[src/rtl/result_seq_pkg.sv]
`default_nettype none
// ============================================================================
//  Module      : result_seq_pkg
//  Description : Shared types and constants for the result display sequencer:
//                FSM state encoding, default display limit and the BCD code
//                shown when a magnitude does not fit on four digits.
//  Revision    : 1.0  initial release
// ============================================================================
package result_seq_pkg;

    typedef enum logic [2:0] {
        IDLE      = 3'd0,
        SM_START  = 3'd1,
        SM_WAIT   = 3'd2,
        BCD_START = 3'd3,
        BCD_WAIT  = 3'd4,
        UPDATE    = 3'd5
    } seq_state_t;

    localparam int          MAX_MAG_DEFAULT = 9999;
    localparam logic [15:0] BCD_SATURATE    = 16'h9999;

endpackage
`default_nettype wire

[src/rtl/stage_timer.sv]
`default_nettype none
// ============================================================================
//  Module      : stage_timer
//  Description : 8-bit wait counter for one handshake stage. Counts while
//                run_i is high, holds at the limit and flags expiry; any cycle
//                with run_i low clears it, so every new wait starts from zero.
//  Ports       : clk       - system clock
//                rst       - asynchronous active-low reset
//                run_i     - high while the sequencer sits in a wait state
//                expired_o - wait limit reached in the current wait state
//  Revision    : 1.0  initial release
// ============================================================================
module stage_timer #(
    parameter int TIMEOUT_CYC = 255
) (
    input  logic clk,
    input  logic rst,
    input  logic run_i,
    output logic expired_o
);

    localparam logic [7:0] LIMIT = 8'(TIMEOUT_CYC);

    logic [7:0] count_q;

    always_ff @(posedge clk or negedge rst) begin
        if (!rst) begin
            count_q <= 8'd0;
        end else if (!run_i) begin
            count_q <= 8'd0;
        end else if (!expired_o) begin
            count_q <= count_q + 8'd1;
        end
    end

    assign expired_o = run_i && (count_q == LIMIT);

endmodule
`default_nettype wire

[src/rtl/result_display_sequencer.sv]
`default_nettype none
// ============================================================================
//  Module      : result_display_sequencer
//  Description : Walks one signed multiplier result through the sign/magnitude
//                stage and the binary-to-BCD stage using one-cycle start
//                pulses and ready handshakes, then latches the BCD code, sign
//                and overflow flag into a holding register for the display.
//  Build macro : SEQ_TIMEOUT_EN - adds a per-stage wait timeout with a sticky
//                error flag; when undefined, waits are unbounded, error = 0.
//  Ports       : clk, rst (async active-low)
//                in_valid/in_data/in_ready          - result input handshake
//                sm_valid/sm_result                 - start to sign_magnitude
//                sm_magnitude/sm_sign/sm_ready      - sign_magnitude return
//                bcd_valid/bcd_value                - start to binary_BCD
//                bcd_ready/bcd_code                 - binary_BCD return
//                disp_valid/disp_bcd/disp_sign/disp_overflow - held display
//                busy, error                        - status
//  Revision    : 1.0  initial release
// ============================================================================
module result_display_sequencer
    import result_seq_pkg::*;
#(
    parameter int DATA_W      = 16,
    parameter int MAX_MAG     = MAX_MAG_DEFAULT,
    parameter int TIMEOUT_CYC = 255
) (
    input  logic              clk,
    input  logic              rst,
    input  logic              in_valid,
    input  logic [DATA_W-1:0] in_data,
    output logic              in_ready,
    output logic              sm_valid,
    output logic [DATA_W-1:0] sm_result,
    input  logic [DATA_W-1:0] sm_magnitude,
    input  logic              sm_sign,
    input  logic              sm_ready,
    output logic              bcd_valid,
    output logic [DATA_W-1:0] bcd_value,
    input  logic              bcd_ready,
    input  logic [DATA_W-1:0] bcd_code,
    output logic              disp_valid,
    output logic [DATA_W-1:0] disp_bcd,
    output logic              disp_sign,
    output logic              disp_overflow,
    output logic              busy,
    output logic              error
);

    localparam logic [DATA_W-1:0] MAX_MAG_W = DATA_W'(MAX_MAG);
    localparam logic [DATA_W-1:0] SAT_CODE  = DATA_W'(BCD_SATURATE);

    seq_state_t        state_q, state_d;
    logic [DATA_W-1:0] result_q;
    logic [DATA_W-1:0] mag_q;
    logic              sign_q;
    logic              ovf_q;
    logic [DATA_W-1:0] disp_bcd_q;
    logic              disp_sign_q;
    logic              disp_ovf_q;
    logic              disp_valid_q;
    logic              timeout_w;

`ifdef SEQ_TIMEOUT_EN
    logic error_q;

    stage_timer #(
        .TIMEOUT_CYC (TIMEOUT_CYC)
    ) u_stage_timer (
        .clk       (clk),
        .rst       (rst),
        .run_i     ((state_q == SM_WAIT) || (state_q == BCD_WAIT)),
        .expired_o (timeout_w)
    );

    // A ready arriving in the expiry cycle still wins, so only an
    // unanswered wait raises the error.
    always_ff @(posedge clk or negedge rst) begin
        if (!rst) begin
            error_q <= 1'b0;
        end else if (timeout_w &&
                     ((state_q == SM_WAIT  && !sm_ready) ||
                      (state_q == BCD_WAIT && !bcd_ready))) begin
            error_q <= 1'b1;
        end
    end

    assign error = error_q;
`else
    logic unused_timeout;
    assign unused_timeout = (TIMEOUT_CYC == 0);
    assign timeout_w      = 1'b0;
    assign error          = 1'b0;
`endif

    // ------------------------------------------------------------------
    // State register
    // ------------------------------------------------------------------
    always_ff @(posedge clk or negedge rst) begin
        if (!rst) begin
            state_q <= IDLE;
        end else begin
            state_q <= state_d;
        end
    end

    // ------------------------------------------------------------------
    // Next-state logic. Readies seen outside their own wait state fall
    // through untouched, and leaving the wait state on the first ready
    // makes a held-high ready count only once.
    // ------------------------------------------------------------------
    always_comb begin
        state_d = state_q;
        unique case (state_q)
            IDLE:      if (in_valid) state_d = SM_START;
            SM_START:  state_d = SM_WAIT;
            SM_WAIT: begin
                if (sm_ready)       state_d = BCD_START;
                else if (timeout_w) state_d = IDLE;
            end
            BCD_START: state_d = BCD_WAIT;
            BCD_WAIT: begin
                if (bcd_ready)      state_d = UPDATE;
                else if (timeout_w) state_d = IDLE;
            end
            UPDATE:    state_d = IDLE;
            default:   state_d = IDLE;
        endcase
    end

    // ------------------------------------------------------------------
    // Datapath captures and display holding register
    // ------------------------------------------------------------------
    always_ff @(posedge clk or negedge rst) begin
        if (!rst) begin
            result_q     <= '0;
            mag_q        <= '0;
            sign_q       <= 1'b0;
            ovf_q        <= 1'b0;
            disp_bcd_q   <= '0;
            disp_sign_q  <= 1'b0;
            disp_ovf_q   <= 1'b0;
            disp_valid_q <= 1'b0;
        end else begin
            if (state_q == IDLE && in_valid) begin
                result_q <= in_data;
            end
            if (state_q == SM_WAIT && sm_ready) begin
                mag_q  <= sm_magnitude;
                sign_q <= sm_sign;
                ovf_q  <= (sm_magnitude > MAX_MAG_W);
            end
            // The BCD stage output is meaningless past four digits, so an
            // oversize magnitude shows all nines instead.
            if (state_q == UPDATE) begin
                disp_bcd_q   <= ovf_q ? SAT_CODE : bcd_code;
                disp_sign_q  <= sign_q;
                disp_ovf_q   <= ovf_q;
                disp_valid_q <= 1'b1;
            end
        end
    end

    // in_ready is gated by rst so it reads 0 while reset is held.
    assign in_ready      = (state_q == IDLE) && rst;
    assign busy          = (state_q != IDLE);
    assign sm_valid      = (state_q == SM_START);
    assign sm_result     = result_q;
    assign bcd_valid     = (state_q == BCD_START);
    assign bcd_value     = mag_q;
    assign disp_valid    = disp_valid_q;
    assign disp_bcd      = disp_bcd_q;
    assign disp_sign     = disp_sign_q;
    assign disp_overflow = disp_ovf_q;

endmodule
`default_nettype wire
[config.mk]
export PLATFORM = sky130hd
export DESIGN_NAME = result_display_sequencer
export DESIGN_NICKNAME = d
export VERILOG_FILES = /design/src/rtl/result_seq_pkg.sv /design/src/rtl/stage_timer.sv /design/src/rtl/result_display_sequencer.sv
export SDC_FILE = /design/constraint.sdc
export NUM_CORES = 1
export LEC_CHECK = 0
export ABC_AREA = 0
export CAP_MARGIN = 20
export CORE_MARGIN = 2
export CORE_UTILIZATION = 30
export CTS_CLUSTER_DIAMETER = 50
export DETAILED_ROUTE_END_ITERATION = 8
export GPL_TIMING_DRIVEN = 0
export PLACE_DENSITY = 0.65
export SYNTH_ARGS = -nofsm -noshare
export SYNTH_HDL_FRONTEND = slang
export SYNTH_HIERARCHICAL = 1
export SYNTH_SLANG_ARGS = --single-unit
[constraint.sdc]
create_clock -name clk -period 3.5 [get_ports clk]
set_input_delay 0.7 -clock clk [delete_from_list [all_inputs] [get_ports clk]]
set_output_delay 0.7 -clock clk [all_outputs]
set_load 0.01 [all_outputs]
==> impl.org, run 1 <==
** Run status
- Outcome :: finished, final reports clean

** Layout
- Proportion of layout cells with a drive suffix above 1 :: 0.186
- Layout filler cell count :: about 660
- The final layout contains ~350 nets.
- From synthesis to final layout, the design area changed by 57.8%.
- Layout Utilization :: 0.496
- Final cell area excluding filler cells :: approximately 3600 sq um
- The number of antenna diodes in the final layout is 0.
- Layout Cells excl Fill :: approximately 390

** Yosys
- Average footprint of a synthesized cell :: between 10 and 15 sq um
- Yosys printed 6 warnings.
- In this run, synthesis inferred 0 flip-flops with an integrated enable.
- The mapped netlist covers approximately 2300 sq um.
- Share of synthesized flip-flops with an asynchronous set or reset :: 1.00
- The synthesized design contains 56 register bits.
- Post-synth top area share :: 0.609
- Sequential area share after synthesis :: 0.609
- Among all flip-flop cells after synthesis, the most frequent one is dfrtp_1.
- Post-synthesis cell count :: 178
- Counting instances in the post-synthesis netlist gives the leading cell types as 56 x dfrtp_1, 34 x mux2_2, 17 x nand2_1, 16 x o21ai_0, 13 x nor2_1.
- Most common cell in the synthesized netlist :: dfrtp_1
- Unique masters post-synth :: 27
- Cell taking the most area after synthesis :: dfrtp_1
- Synthesis produced a netlist with a net count of approximately 230.
- Synth top area cells :: dfrtp_1 61%, mux2_2 17%, o21ai_0 3.5%

** STA
- The hold violation count in the final report came to 0.
- Worst Skew :: around 0.0067 ns
- Number of slew-limit violations in the final report :: 0
- Fmax achieved :: about 400 MHz
- The worst path in the final design needs a cycle of around 2.5 ns, including I/O delays and setup.
- Final setup viols :: 0
- Period utilisation layout :: 0.729
- Setup repair after global routing left no endpoint under its margin.
- Hold timing on the final database bottoms out at a slack of roughly 0.33 ns.

** Power and ir drop
- Power density over cell area :: slightly above 800 nW/um^2
- The share of total power dissipated in combinational logic is 0.491.
- The share of total power dissipated in sequential elements is 0.368.
- Leakage dissipation :: between 1 and 1.5 nW
- Of the total power, the share spent switching nets is 0.303.
- P_int :: between 0.002 and 0.0025 W
- Power share of the clock group :: 0.141
- P_sw :: between 0.0009 and 0.001 W
- Worst IR drop on VDD :: 0.342 mV

** Global routing
- The initial antenna violation count came to 0.
- The number of global-route vias before repair came to 1856.
- In the global route stage, met3 resource usage came out at 0.0531.
- In the global route stage, met2 resource usage came out at 0.205.
- Maximum number of pins on one net before global-route repair :: 39
- The first global-routing pass estimated 8.85 mm of wire.
- Met1 Use GR :: 0.167
- Across every metal layer, demand over resource in global routing totals 0.130.
- Top Usage Layer GRT :: met2
- Overflow left after global routing :: 0

** Setup path
- Register-to-Register Setup Slack :: 1.90 ns
- Worst R2R Start :: state_q[1]
- Endpoint of the most critical register-to-register path :: sm_result[9]
- Crit path capture type :: output port
- FF-to-FF path depth :: 6
- Critical path peak fanout :: 9
- Required time worst endpoint :: 2.80 ns
- The worst setup path is launched from a register.
- The critical path is of the reg -> out type.
- Worst EP arrival :: around 1.9 ns

** Placed design
- Half-perimeter wire length after detailed placement :: around 4 mm
- In this run the cell area measured after placement is roughly 3500 sq um.
- Count of input and output buffers :: approximately 110
- DP Cell Count :: between 300 and 400
- The congestion estimate from routability-driven global placement came to ~0.72.

** Floorplanning
- For this design the top-level I/O count stands at 110.
- Area enclosed by the die boundary :: between 8000 and 9000 sq um
- After floorplanning, the core was divided into 31 placement rows.
- The initial utilization of the core area, before any placement, comes to 0.314.
- In this run the standard cell core region covers ~7300 sq um.
- In this run the vertical extent of the chip is about 92 microns.
- Die width :: ~90 microns

** Flow run
- Max-cap viol count :: 0

** Clocking
- Later-pin clock latency in the skew report :: between 0.3 and 0.4 ns
- Hold buffer count at CTS :: 0
- In this run, CTS created clock tree buffers numbering 5.
- Post-CTS Setup Repair Bufs :: 0
- TritonCTS sink count :: 56
- Level count of the clock H-tree :: 2
- Post-CTS clock slew at the launch and capture registers of the worst setup and hold paths :: ~0.1 ns
- The clock passes through at most 2 buffers.
- Number of gates given a new drive strength after cts :: 0
- CTS tree :: built
- Clock tree root driver cell :: clkbuf_8

** Detailed routing
- After detailed routing, the total wire length is about 5.3 mm.
- Detailed-route vias per instance :: around 4.4
- In this run, the number of DRC markers left after iteration 0 of detailed routing was 40.
- The count of nets left with antenna violations once routing finished came out at 0.
- In the final routed layout, each cell accounts on average for ~13 microns.
- The routed layout has 1738 vias.
- For this run, the detailed router's first-pass iteration total came to 4.
- After detailed routing, the number of remaining DRC violations is 0.

** Worst hold path
- The worst hold path belongs to the class in -> async.
-- placed cells by master, fill, tap and decap left out --
cell type          n
or3_1              1
nor3b_1            1
buf_4              2
o21ai_0           16
nand3b_1           1
mux2_4             1
nor2_1            13
bufinv_16          1
a21o_1             1
buf_6              5
clkinv_2           1
inv_1              1
buf_2              1
nand2_1           17
nand2b_1          10
nand3_1            1
clkbuf_1           5
nor4bb_4           1
nand4_1            1
o21ai_1            1
clkdlybuf4s50_1  107
a211oi_1           2
nor2b_1            1
mux2_2            34
xnor2_1            1
o22a_1             1
conb_1             1
nor4_1             2
buf_12             2
clkinvlp_4         1
dfrtp_1           56
and2_4             1
clkbuf_8           5
-- critical path, stage by stage, from the launching register on --
cell and delay (ns):
dfrtp_1 0.38, buf_4 0.16, or3_1 0.38, nor2_1 0.09, clkdlybuf4s50_1 0.54
-- layout make-up --
class	count	area (sq um)	share of cell area
timing repair buffer	109	1100	0.302
clock inverter	3	42.5	0.0117
clock buffer	5	68.8	0.0189
tap	99	124	0.0341
inverter	1	3.75	0.00103
buffer	13	110	0.0303
sequential	56	1400	0.386
multi-input combinational	108	787	0.217
-- layer usage --
metal / routed length, microns / vias to the layer above
met2: 2320 / 78
li1: - / 826
met3: 494 / 5
met4: 51 / 0
met1: 2440 / 829
met5: 0 / -
-- power groups by stage --
stage,Clock (W),Combinational [W],Sequential (W)
2_1_floorplan,0,0.000554,0.00125
3_3_place_gp,0,0.00148,0.00111
3_5_place_dp,0,0.00150,0.00112
4_1_cts,0.000441,0.00150,0.00111
5_1_grt,0.000471,0.00159,0.00115
6_report,0.000422,0.00147,0.00110
-- how the worst max path moves through the flow --
stage	from	endpoint	slack (ns)
2_1_floorplan	state_q[1]	in_ready	1.69
3_3_place_gp	rst	in_ready	-1.15
3_5_place_dp	rst	in_ready	0.94
4_1_cts	state_q[1]	in_ready	0.94
5_1_grt	rst	in_ready	0.87
6_report	state_q[1]	in_ready	0.95
-- metrics by stage --
stage               setup TNS, ns  total power [W]  setup slack (ns)
floorplan                       0          0.00181              1.69
global placement           -10.15          0.00259             -1.15
detailed placement              0          0.00262             0.944
CTS                             0          0.00305             0.937
global route                    0          0.00321             0.865
finish                          0          0.00300             0.950
-- cells by family (layout without fill, tap and decap cells) --
family,after synthesis,count (layout),synth area share
buffers and inverters,14,131,0.0495
multiplexers,35,35,0.173
flip-flops,56,56,0.609
AO/OA/AOI/OAI,21,21,0.0505
other,1,1,0.00163
AND/OR/NAND/NOR,50,50,0.113
XOR/XNOR,1,1,0.00381
-- registers in the layout, indices dropped and copies added, names as in the netlist --
register,count
bcd_value,16
disp_bcd,16
sm_result,16
state_q,3
disp_overflow,1
disp_sign,1
disp_valid,1
ovf_q,1
sign_q,1
(Power assumes the default switching activity.)
==> run 2: changes to the inputs <==
--- a/config.mk
+++ b/config.mk
@@ -12,7 +12,7 @@
 export CTS_CLUSTER_DIAMETER = 50
 export DETAILED_ROUTE_END_ITERATION = 8
 export GPL_TIMING_DRIVEN = 0
-export PLACE_DENSITY = 0.65
+export PLACE_DENSITY = 0.67
 export SYNTH_ARGS = -nofsm -noshare
 export SYNTH_HDL_FRONTEND = slang
 export SYNTH_HIERARCHICAL = 1
==> constraint.sdc (replaced) <==
create_clock -name clk -period 2.2 [get_ports clk]
set_input_delay 0.44 -clock clk [delete_from_list [all_inputs] [get_ports clk]]
set_output_delay 0.44 -clock clk [all_outputs]
set_load 0.01 [all_outputs]
==> impl.org, run 2 (same netlist as run 1, synthesis figures left out) <==
** Power and ir drop
- Power share of the clock group :: 0.150
- P_sw :: approximately 0.0014 W
- P_int :: between 0.003 and 0.004 W
- Across the VDD grid, the largest voltage drop is about 0.56 mV.
- Leakage dissipation :: approximately 1.5 nW
- Of the total power, combinational logic draws 0.483.
- Register share of total power :: 0.367
- Power spread over the standard cell area amounts to ~1300 nW/um^2.
- Of the total power, the share spent switching nets is 0.296.

** Placed design
- Buffers placed on the I/O ports in this run total 108.
- The wire-length estimate of the detail-placed layout is between 3 and 4 mm.
- Including well taps, the total number of placed cells is 386.
- At the end of routability-driven placement, the weighted congestion stood at approximately 0.73.

** Setup path
- The worst setup path is captured at an output port.
- STA puts the critical path data required time at 1.76 ns.
- Kind of cell adding the most delay to the critical path :: buffers and inverters
- Worst setup SP type :: register
- The number of buffers and inverters on the critical path is 2.
- In this run the worst path has a maximum fanout of 9.
- The setup path with the least slack is of type reg -> out.
- The slowest stage of the critical path is the clkdlybuf4s50_1 cell.
- Data on the critical path arrives at its endpoint at around 1.6 ns.
- The signal on the critical path passes through buf_4, nor3b_1, clkdlybuf4s50_1.
- For this run, the slowest stage of the critical path takes 0.56 ns.

** Clocking
- TritonCTS sink count :: 56
- TritonCTS created 5 clock buffers.
- Maximum buffer depth of the clock tree :: 2
- Later-pin clock latency in the skew report :: about 0.30 ns
- Post-CTS clock slew at the launch and capture registers of the worst setup and hold paths :: 0.10 ns
- CTS tree :: built
- Level count of the clock H-tree :: 2
- Post-CTS Setup Repair Bufs :: 0
- The tree is rooted in a clkbuf_8.

** Floorplanning
- The initialized floorplan defines 31 standard-cell rows.
- Initial cell density of the core :: 0.314
- # IOs :: 110
- Area enclosed by the die boundary :: about 8400 sq um
- The floorplan step set the die width to ~90 microns.
- Vertical die dimension :: between 90 and 100 microns
- Area of the core :: approximately 7300 sq um

** Global routing
- Maximum number of pins on one net before global-route repair :: 30
- The initial antenna violation count was 0.
- The first global-routing pass estimated roughly 8.9 mm of wire.
- For this run, the total global-route usage over all layers was measured as 0.130.
- The number of global-route vias before repair was approximately 1.9k.
- After global routing the overflow that remains totals 0.

** Detailed routing
- Total via count after detailed routing :: approximately 1.8k
- After detailed routing, the average wire length per cell comes to between 10 and 15 microns.
- Once detail routing completed, the nets flagged for antenna violations numbered 0.
- After detailed routing, the number of vias per cell comes to approximately 4.5.
- In this run, the number of DRC markers left after iteration 0 of detailed routing was between 60 and 70.
- Wires add up to between 5 and 6 mm.
- For this run, design rule violations remaining after detail routing come to 0.
- Number of search-and-repair iterations in the first detailed-routing pass :: 4

** Layout
- Number of inserted diodes :: 0
- Leaving out fill and tap cells, the most frequent cell in the layout is clkdlybuf4s50_1.
- Top library cells by usage in the layout, fill and taps aside :: 105 x clkdlybuf4s50_1, 56 x dfrtp_1, 34 x mux2_2
- In the final layout, the share of cells above drive strength 1 is 0.186.
- Layout filler cell count :: 672
- Relative to the synthesized area, the layout overhead comes to 58.5%.
- Layout Cells excl Fill :: around 390
- Final net count :: ~350

** STA
- Across the routed clock network, the largest skew measured is between 0.007 and 0.008 ns.
- Final setup viols :: 0
- The worst path needs about 2.0 ns of the cycle, external delays included.
- Setup repair after global routing missed its margin :: false
- At the pin with the least slew margin, the transition time is between 0.6 and 0.7 ns.
- The hold violation count in the final report came to 0.
- Relative slew margins :: 0.555
- Fmax achieved :: just under 500 MHz
- Setup tns final :: 0 ns
- The number of slew-limit violations in the final report was 0.
- Period utilisation layout :: 0.926

** Worst hold path
- Worst hold path class :: in -> async

** Flow run
- Max-cap viol count :: 0

** Run status
- Outcome :: finished, final reports clean
run 2: cell types whose count changed in the layout (fill, tap and decap cells not counted), sizes merged:
cell	change
clkinv	-1
clkbuf	+2
clkdlybuf4s50	-2
dlygate4sd2	+1
clkinvlp	-1
dlymetal6s2s	+1
run 2: path summary, 6_finish.rpt:
kind / from / endpoint / slack, ns / cells past startpoint
min in group clk: disp_valid / disp_valid / 0.48 / 1
min reg2reg: disp_valid / disp_valid / 0.48 / 1
max: state_q[1] / sm_valid / 0.16 / 3
min: rst / disp_bcd[5] / 0.16 / 1
max in group asynchronous: rst / sm_result[2] / 1.45 / 2
max reg2reg: state_q[0] / bcd_value[9] / 0.61 / 5
run 2: layer usage:
metal  vias up  track usage  part of all wire
met3         5       0.0440             0.083
met1       844        0.171              0.46
met2        78        0.210              0.45
li1        827            -                 -
met4         0       0.0265            0.0052
met5         -            0                 0
run 2: layout make-up:
cell class	count	area, sq um	share of cell area
clock inverter	1	30.0	0.00823
clock buffer	7	96.3	0.0264
sequential	56	1400	0.384
multi-input combinational	108	787	0.216
tap	99	124	0.0339
timing repair buffer	109	1100	0.301
buffer	13	110	0.0302
inverter	1	3.75	0.00103
run 2: worst reg2reg max path: stages (launching register included):
cell      delay [ns]
dfrtp_1         0.39
buf_6           0.14
nor4bb_4        0.28
buf_6           0.19
buf_12          0.14
mux2_2          0.33
run 2: power by group through the flow:
stage	combinational, W	clock, W	sequential (W)
after global placement	0.00234	0	0.00177
after floorplan	0.000881	0	0.00199
after CTS	0.00237	0.000752	0.00177
after detailed placement	0.00236	0	0.00179
final	0.00232	0.000719	0.00176
after global routing	0.00251	0.000799	0.00184
run 2: what timing repair did:
item	CTS	global route
gates resized for setup	1	1
hold buffers	0	0
setup endpoints to repair	1	1
run 2: per-stage QoR:
stage	worst slack (ns)	hold WS [ns]	instance area [sq um]	power, W	utilization
after floorplan	0.652	0.144	2300	0.00287	-
after global placement	-1.94	0.458	3510	0.00411	0.478
after detailed placement	0.0102	0.456	3520	0.00416	0.480
after CTS	0.0383	0.179	3650	0.00489	0.498
after global routing	0.0836	0.194	3650	0.00515	0.498
final	0.163	0.162	3650	0.00480	0.498
==> run 3: changes to the inputs <==
--- a/config.mk
+++ b/config.mk
@@ -13,6 +13,7 @@
 export DETAILED_ROUTE_END_ITERATION = 8
 export GPL_TIMING_DRIVEN = 0
 export PLACE_DENSITY = 0.67
+export SLEW_MARGIN = 40
 export SYNTH_ARGS = -nofsm -noshare
 export SYNTH_HDL_FRONTEND = slang
 export SYNTH_HIERARCHICAL = 1
==> impl.org, run 3 (same netlist as run 1, synthesis figures left out) <==
** Layout
- Area occupied by multi-input gates :: about 800 sq um
- For this run, the post-layout net count is 348.
- After filler insertion, the fill cell instance count of the layout stands at approximately 670.
- Compared with the post-synthesis result, the final layout area differs by 58.6%.
- Number of inserted diodes :: 0
- Proportion of layout cells with a drive suffix above 1 :: 0.186
- Registers take roughly 1400 sq um.
- Most common cell after layout, fill and taps aside :: clkdlybuf4s50_1
- The library cells used most frequently in the layout, excluding fill and tap cells, are 105 x clkdlybuf4s50_1, 56 x dfrtp_1, 34 x mux2_2.

** Setup path
- STA classifies the critical path endpoint as an output port.
- The critical path in this run is classified as reg -> out.
- Critical path peak fanout :: 9
- Worst EP arrival :: ~1.6 ns
- STA classifies the critical path startpoint as a register.
- Required time worst endpoint :: 1.76 ns

** Global routing
- After global routing the overflow that remains totals 0.
- Number of global-route vias before repair :: roughly 1.8k
- Entering global routing, the biggest net connects 36 pins.
- First-pass GRT wire length :: about 8.7 mm
- In the global route stage, overall resource usage came out at 0.128.
- The initial antenna violation count was 0.

** Clocking
- CTS buffer count :: 5
- Post-CTS clock slew at the launch and capture registers of the worst setup and hold paths :: 0.10 ns
- Later-pin clock latency in the skew report :: approximately 0.3 ns
- The longest clock path from root to sink contains 2 buffers.
- Post-CTS Setup Repair Bufs :: 0
- Hold buffer count at CTS :: 0
- Level count of the clock H-tree :: 2
- The tree built by TritonCTS fans out to 56 sinks.
- CTS tree :: built
- Clock tree root driver cell :: clkbuf_8

** STA
- Of the available clock period, the critical path in the final layout requires 0.919.
- Crit path time final :: approximately 2 ns
- After routing, the total negative slack on setup checks comes to 0 ns.
- Worst Skew :: around 0.0043 ns
- Final hold analysis gives a worst-case slack of about 0.018 ns.
- Number of slew-limit violations in the final report :: 0
- Final-report hold violation count :: 0
- For this run, the top clock speed supported by timing is slightly below 500 MHz.
- Setup violations remaining at the end of the flow were counted as 0.
- Setup repair after global routing missed its margin :: false
- PnR worst setup slack :: ~0.18 ns

** Detailed routing
- Number of search-and-repair iterations in the first detailed-routing pass :: 2
- Initial detailed-routing violation count :: 41
- After detailed routing, the number of remaining DRC violations is 0.
- In the final routed layout, each cell accounts on average for around 13 microns.
- Detailed-route vias per instance :: between 4 and 5
- DRT Wirelength :: just over 5 mm
- The count of nets left with antenna violations once routing finished came out at 0.
- For this block, the via count after detailed routing is ~1.7k.

** Worst hold path
- Worst hold path class :: in -> async

** Placed design
- Routability-driven placement congestion ratio :: just over 0.7
- Count of input and output buffers :: about 110
- Setup slack after placement :: between 0.02 and 0.03 ns
- Half-perimeter wire length after detailed placement :: between 3 and 4 mm

** Floorplanning
- Vertical die dimension :: between 90 and 100 microns
- Number of core rows :: 31
- The core region is ~7300 sq um.
- During I/O placement, the number of pins put on the boundary was 110.
- For this configuration, the core starts out at a cell density of 0.314.
- Die width :: between 90 and 100 microns
- Area enclosed by the die boundary :: approximately 8400 sq um

** Flow run
- The tool flagged a number of max-cap violations equal to 0.

** Power and ir drop
- The analysis attributes to cell leakage a power of 1.52 nW.
- VDD sags by at most ~0.56 mV.
- In this run the power density over the cells is 1320 nW/um^2.

** Run status
- Outcome :: finished, final reports clean
## run 3: where the power goes
group          leakage (nW)  internal [W]  switching, W
registers             0.665       0.00153      0.000236
clock network        0.0645      0.000402      0.000322
logic                 0.791       0.00145      0.000869
## run 3: worst paths after layout
kind	to	from	slack, ns	cells after the start
worst min-delay path	disp_bcd[0]	rst	0.02	1
max in group asynchronous	bcd_value[12]	rst	1.70	2
worst min register to register	disp_valid	disp_valid	0.48	1
worst max-delay path	sm_valid	state_q[1]	0.18	3
worst max register to register	bcd_value[9]	state_q[0]	0.61	5
min in group clk	disp_valid	disp_valid	0.48	1
## run 3: final cells by class
| type | count | share of cell area |
|---|---|---|
| buffer | 13 | 0.0301 |
| clock buffer | 7 | 0.0264 |
| clock inverter | 1 | 0.00822 |
| inverter | 1 | 0.00103 |
| multi-input combinational | 108 | 0.215 |
| sequential | 56 | 0.384 |
| tap | 99 | 0.0339 |
| timing repair buffer | 109 | 0.301 |
## run 3: critical path, stage by stage, from the launching register on
cell and delay, ns:
dfrtp_1 0.37, buf_4 0.16, nor3b_1 0.19, clkdlybuf4s50_1 0.56
## run 3: metal layers
| layer | GRT usage | share of wire | wire length (microns) | up-vias |
|---|---|---|---|---|
| met5 | 0 | 0 | 0 | - |
| met4 | 0.0265 | 0.0048 | 25 | 0 |
| met3 | 0.0456 | 0.095 | 494 | 4 |
| met2 | 0.202 | 0.44 | 2290 | 76 |
| met1 | 0.170 | 0.46 | 2370 | 809 |
| li1 | - | - | - | 829 |
## run 3: through the flow
step | total power [W] | area [sq um] | util | cells
global route | 0.00514 | 3650 | 0.498 | 394
floorplan | 0.00287 | 2300 | - | 178
detailed placement | 0.00416 | 3520 | 0.481 | 386
CTS | 0.00490 | 3650 | 0.498 | 394
finish | 0.00481 | 3650 | 0.498 | 394
global placement | 0.00411 | 3510 | 0.478 | 385
## run 3: what timing repair did
action,4_1_cts,5_1_grt
endpoints found under the hold margin,0,0
setup endpoints to repair,1,1
resized for setup,1,1
